### config.mk
export PLATFORM = sky130hd
export DESIGN_NAME = pc_sequencer
export DESIGN_NICKNAME = d
export VERILOG_FILES = /design/src/rtl/mips_pkg.sv /design/src/rtl/next_pc_calc.sv /design/src/rtl/pc_sequencer.sv
export SDC_FILE = /design/constraint.sdc
export NUM_CORES = 1
export LEC_CHECK = 0
export CAP_MARGIN = 20
export CORE_ASPECT_RATIO = 0.8
export CORE_UTILIZATION = 35
export DETAILED_ROUTE_END_ITERATION = 10
export PLACE_DENSITY = 0.71
export SYNTH_ARGS = -nofsm -noshare
export SYNTH_HDL_FRONTEND = slang
export SYNTH_HIERARCHICAL = 1
export SYNTH_SLANG_ARGS = --single-unit
### constraint.sdc
create_clock -name clk -period 4.6 [get_ports clk]
set_clock_uncertainty 0.05 [all_clocks]
set_input_delay 0.69 -clock clk [delete_from_list [all_inputs] [get_ports clk]]
set_output_delay 0.69 -clock clk [all_outputs]
set_load 0.03 [all_outputs]
### src/rtl/mips_pkg.sv
// Shared definitions for the fetch/execute sequencer and its decoder neighbours.
package mips_pkg;

   // Sequencer FSM states.
   typedef enum logic [1:0] {
      StBoot  = 2'd0,
      StFetch = 2'd1,
      StExec  = 2'd2
   } seq_state_e;

   // Bit positions inside the {Z,N,V} status register.
   localparam int unsigned STAT_Z = 2;
   localparam int unsigned STAT_N = 1;
   localparam int unsigned STAT_V = 0;

   // Default destination for jalpc/baln/blezal link writes.
   localparam logic [4:0] LINK_REG_DEFAULT = 5'd31;

   // Opcode constants shared with the main control decoder.
   localparam logic [5:0] OP_RTYPE = 6'h00;
   localparam logic [5:0] OP_JALPC = 6'h03;
   localparam logic [5:0] OP_BEQ   = 6'h04;
   localparam logic [5:0] OP_BLEZAL = 6'h07;
   localparam logic [5:0] OP_BALN  = 6'h1b;

   // Sign-extended word offset of a 16-bit branch immediate.
   function automatic logic [31:0] branch_off(input logic [15:0] imm);
      return {{14{imm[15]}}, imm, 2'b00};
   endfunction

endpackage

### src/rtl/next_pc_calc.sv
// Combinational next-PC target select and link decision for one EXEC cycle.
module next_pc_calc
   import mips_pkg::*;
#(
   parameter logic [4:0] LINK_REG = LINK_REG_DEFAULT
) (
   input  logic [31:0] pc,
   input  logic [25:0] instr_idx,
   input  logic        status_n,
   input  logic        status_v,
   input  logic        branch,
   input  logic        brv,
   input  logic        jmxor,
   input  logic        jalpc,
   input  logic        baln,
   input  logic        blezal,
   input  logic        alu_zero,
   input  logic [31:0] rs_data,
   input  logic [31:0] dmem_rdata,
   input  logic [4:0]  rd_field,
   output logic [31:0] pc_plus4,
   output logic [31:0] next_pc,
   output logic        link_en,
   output logic [4:0]  link_reg
);

   logic [31:0] br_target;
   logic [31:0] target;
   logic        rs_le_zero;

   // Strobes are mutually exclusive; the if-chain order only fixes priority.
   always_comb begin
      pc_plus4   = pc + 32'd4;
      br_target  = pc_plus4 + branch_off(instr_idx[15:0]);
      rs_le_zero = rs_data[31] | (rs_data == 32'd0);
      target     = pc_plus4;
      link_en    = 1'b0;
      link_reg   = LINK_REG;
      if (jmxor) begin
         target   = dmem_rdata;
         link_en  = 1'b1;
         link_reg = rd_field;
      end else if (brv) begin
         if (status_v) target = rs_data;
      end else if (jalpc) begin
         target  = br_target;
         link_en = 1'b1;
      end else if (baln) begin
         if (status_n) begin
            target  = {pc_plus4[31:28], instr_idx, 2'b00};
            link_en = 1'b1;
         end
      end else if (blezal) begin
         if (rs_le_zero) begin
            target  = br_target;
            link_en = 1'b1;
         end
      end else if (branch) begin
         if (alu_zero) target = br_target;
      end
      // Register-sourced targets may be misaligned; force word alignment.
      next_pc = {target[31:2], 2'b00};
   end

endmodule

### src/rtl/pc_sequencer.sv
// PC / status owner that sequences FETCH and EXEC around a variable-latency imem.
module pc_sequencer
   import mips_pkg::*;
#(
   parameter logic [31:0] RESET_PC = 32'h0000_0000,
   parameter logic [4:0]  LINK_REG = LINK_REG_DEFAULT
) (
   input  logic        clk,
   input  logic        reset_n,
   output logic        imem_req,
   output logic [31:0] imem_addr,
   input  logic        imem_ack,
   input  logic [31:0] imem_rdata,
   output logic [31:0] instr,
   output logic        exec_valid,
   output logic [31:0] pc,
   input  logic        branch,
   input  logic        brv,
   input  logic        jmxor,
   input  logic        jalpc,
   input  logic        baln,
   input  logic        blezal,
   input  logic        alu_zero,
   input  logic        alu_neg,
   input  logic        alu_ovf,
   input  logic        flag_we,
   input  logic [31:0] rs_data,
   input  logic [31:0] dmem_rdata,
   output logic [2:0]  status,
   output logic        link_en,
   output logic [4:0]  link_reg,
   output logic [31:0] link_data,
   input  logic [4:0]  rd_field
);

   seq_state_e  state_q, state_d;
   logic [31:0] pc_q, pc_d;
   logic [2:0]  status_q, status_d;
   logic [31:0] instr_q, instr_d;
   logic [31:0] next_pc;
   logic [31:0] pc_plus4;
   logic        link_take;

   next_pc_calc #(
      .LINK_REG (LINK_REG)
   ) u_next_pc_calc (
      .pc         (pc_q),
      .instr_idx  (instr_q[25:0]),
      .status_n   (status_q[STAT_N]),
      .status_v   (status_q[STAT_V]),
      .branch     (branch),
      .brv        (brv),
      .jmxor      (jmxor),
      .jalpc      (jalpc),
      .baln       (baln),
      .blezal     (blezal),
      .alu_zero   (alu_zero),
      .rs_data    (rs_data),
      .dmem_rdata (dmem_rdata),
      .rd_field   (rd_field),
      .pc_plus4   (pc_plus4),
      .next_pc    (next_pc),
      .link_en    (link_take),
      .link_reg   (link_reg)
   );

   // Next-state, register updates and handshake outputs.
   always_comb begin
      state_d  = state_q;
      pc_d     = pc_q;
      status_d = status_q;
      instr_d  = instr_q;
      unique case (state_q)
         StBoot:  state_d = StFetch;
         StFetch: begin
            if (imem_ack) begin
               instr_d = imem_rdata;
               state_d = StExec;
            end
         end
         StExec: begin
            // Branch conditions above used status_q, i.e. the pre-update flags.
            pc_d = next_pc;
            if (flag_we) begin
               status_d[STAT_Z] = alu_zero;
               status_d[STAT_N] = alu_neg;
               status_d[STAT_V] = alu_ovf;
            end
            state_d = StFetch;
         end
         default: state_d = StBoot;
      endcase
      imem_req   = (state_q == StFetch);
      exec_valid = (state_q == StExec);
      link_en    = exec_valid & link_take;
   end

   // State, PC, status and instruction latch; reset aborts any in-flight commit.
   always_ff @(posedge clk or negedge reset_n) begin
      if (!reset_n) begin
         state_q  <= StBoot;
         pc_q     <= RESET_PC;
         status_q <= 3'b000;
         instr_q  <= 32'h0000_0000;
      end else begin
         state_q  <= state_d;
         pc_q     <= pc_d;
         status_q <= status_d;
         instr_q  <= instr_d;
      end
   end

   assign pc        = pc_q;
   assign imem_addr = pc_q;
   assign status    = status_q;
   assign instr     = instr_q;
   assign link_data = pc_plus4;

endmodule

==> run_results.csv <==
group,metric,value,unit
status,status,"complete, no violations",
place,placedCellCount,1224,
sta,fmax,227.6,MHz
clocking,cts-root-buf,"clkbuf_16",
routing,vias_per_cell,5.634,
yosys,ys_warn_count,6,
clocking,path_clk_slew,0.06,ns
die,core,19090,µm²
yosys,synth-seq-area-share,0.2522,
pwr,p_leak,4.051,nW
pwr,power.internal,3.884,mW
sta,setup_tns,0,ns
yosys,ys.flop_type,"dfrtp_1",
routing,finalWirelength,25.65,mm
clocking,clock_latency,0.34,ns
layout,area_delta_synth_final,42.61,%
layout,diodes,0,
yosys,synthTopCellsByArea,"dfrtp_1 25%, mux2_2 7.6%, ha_1 6.6%",
routing,dr.pass1.iters,6,
place,routabilityCongestion,0.9713,
yosys,syn_area,6845,µm²
pwr,ir_worst_vdd,0.3796,mV
global_routing,grt_first_pass_wirelength,38.51,mm
global_routing,grt_max_degree,70,
layout,drive_gt1_frac,0.1545,
sta,max_slew_margin,0.2905,
routing,via_count,6997,
pwr,powerDensity,816.3,nW/µm²
routing,ant_nets,0,
pwr,p_sw,4.084,mW
critical_path,crit_required,4.83,ns
die,rows,45,
die,die-area,20120,µm²
clocking,cts_tree,"built",
critical_path,critical_path_class,"reg2reg",
clocking,h-tree-depth,3,
yosys,syn_inst,757,
sta,worst_pin_slew,1.063,ns
critical_path,critPathCaptureType,"flip-flop",
pwr,pwr-share-seq,0.158,
global_routing,antenna_found_initial,0,
worst_hold_path,hold_class,"in2async",
clocking,clk_path_buf_depth,2,
yosys,synthTopCellsByCount,"69 x dfrtp_1, 56 x a21oi_1, 49 x nor2_1, 47 x nand2_1, 46 x mux2_2",
critical_path,cp_max_fo,7,
sta,min_period,4.394,ns
job,max_cap_violations,0,
routing,drc_errors,0,
global_routing,grt_pass1_vias,6585,
pwr,p_clk_frac,0.093,
sta,final-max-slew-violation-count,0,
global_routing,grt_usage,0.2559,
critical_path,critPathArrivalTime,4.62,ns
layout,finalNonFillerCells,1242,
sta,rsz0062_at_grt,"no",
yosys,async_flop_share,1.000,
global_routing,grt-ovfl-total,0,
sta,setup_violations,0,
yosys,synth_seq_cells,69,
layout,fin_nets,1130,
die,floorplan.initialDensity,0.3586,
routing,dr.first_iter.drc_count,714,
yosys,avgSynthCellArea,9.043,µm²
pwr,p_comb_frac,0.748,
yosys,yosysTopAreaCellShare,0.2522,
yosys,yosysMostFrequentCell,"dfrtp_1",
yosys,synth-edff-count,0,
yosys,ys_types,75,
critical_path,startpoint_type,"flip-flop",
place,port_buffers,250,
place,hpwl,20.27,mm
clocking,cts.sinks,69,
sta,hold_violations,0,
clocking,cts_made_buffers,9,
die,die_w,158.4,µm
sta,finalCritPeriodShare,0.9552,
die,die_h,127.1,µm
yosys,synth_area_leader_cell,"dfrtp_1",
routing,drt-wirelength-per-cell,20.65,µm
die,io_pins,253,
pwr,switching_share,0.5125,
power groups by stage:
stage          Sequential, mW  Combinational [mW]  Clock, mW
2_1_floorplan            1.61                3.55          0
3_3_place_gp             1.25                5.82          0
3_5_place_dp             1.26                5.84          0
4_1_cts                  1.26                5.87      0.762
5_1_grt                  1.31                6.36      0.789
6_report                 1.26                5.96      0.744
metal layers:
metal  routed length [µm]  up-vias  part of all wire  GRT usage
met5                    0        -                 0          0
met4                  395        0             0.015    0.05826
met3                 2661       30              0.10    0.06343
met2                10640      375              0.42     0.3741
met1                11950     3370              0.47     0.3746
li1                     -     3222                 -          -
cell type report:
cell class / count / area (µm²)
multi-input cells: 599 / 4573
clock inverters: 4 / 53.80
well taps: 258 / 322.8
inverters: 15 / 56.30
repair buffers: 285 / 2763
fillers: 1778 / 9325
clock buffers: 12 / 266.5
flip-flops and latches: 69 / 1727
cell usage in the layout, fill, tap and decap left out, types with 16 or more instances in the layout:
master           instances
clkdlybuf4s50_1        249
dfrtp_1                 69
a21oi_1                 56
nor2_1                  49
nand2_1                 47
mux2_2                  46
o21ai_0                 41
buf_4                   36
ha_1                    36
mux2_4                  29
xnor2_1                 28
nand3_1                 20
xor2_1                  19
nand4_1                 16
critical path, stage by stage (launching register included):
cell and delay [ns]:
dfrtp_1 0.45, ha_1 0.24, nand4_1 0.21, nor3_4 0.41
nand3_1 0.14, xor2_1 0.31, inv_1 0.11, ha_1 0.35
a21o_1 0.18, a211oi_1 0.23, nand3b_1 0.12, a211oi_2 0.36
o311a_1 0.31, nor3_1 0.09, o2111a_1 0.30, a211oi_2 0.26
mux2_4 0.19
stage by stage:
stage | utilization | setup slack [ns] | hold WS (ns) | instance area (µm²) | power (mW)
final | 0.5114 | 0.2063 | 0.4287 | 9762 | 7.968
after global routing | 0.5114 | 0.005787 | 0.4673 | 9762 | 8.463
after CTS | 0.5103 | 0.2702 | 0.4557 | 9739 | 7.893
after detailed placement | 0.4935 | 0.3141 | 0.4458 | 9419 | 7.104
after global placement | 0.4935 | 0.3175 | 0.4371 | 9419 | 7.068
after floorplan | - | 0.2411 | 0.3444 | 6849 | 5.154
cells by family (layout without fill, tap and decap cells):
group,Yosys count,in the layout,synth area share
AOI/OAI and AO/OA,210,210,0.2091
xor gates and xnor gates,48,48,0.06142
adders and majority gates,37,37,0.06873
buffers and inverters,90,316,0.08170
DFF,69,69,0.2522
muxes,89,89,0.1601
other,1,2,0.0005478
and+or+nand+nor,213,213,0.1662
sequential cells by signal (all words and copies together), names as in the netlist:
signal	count
state_q	2
instr	32
status	3
imem_addr	32
path summary, 6_finish.rpt:
path | from | to | slack, ns | cells after the start
max | imem_addr[3]$_DFFE_PN0N_ | imem_addr[31]$_DFFE_PN0N_ | 0.21 | 16
min | reset_n | instr[9]$_DFFE_PN0P_ | 0.43 | 1
max reg2reg | imem_addr[3]$_DFFE_PN0N_ | imem_addr[31]$_DFFE_PN0N_ | 0.21 | 16
min reg2reg | instr[28]$_DFFE_PN0P_ | instr[28]$_DFFE_PN0P_ | 0.45 | 1
max in group asynchronous | reset_n | imem_addr[26]$_DFFE_PN0N_ | 3.46 | 1
min in group clk | instr[28]$_DFFE_PN0P_ | instr[28]$_DFFE_PN0P_ | 0.45 | 1
what timing repair did:
item	in CTS	in global routing
buffers inserted	0	2
hold endpoints to repair	0	0
endpoints found under the setup margin	0	1
gates resized for setup	0	1
hold buffers	0	0
Power figures use the tool's default switching activity.
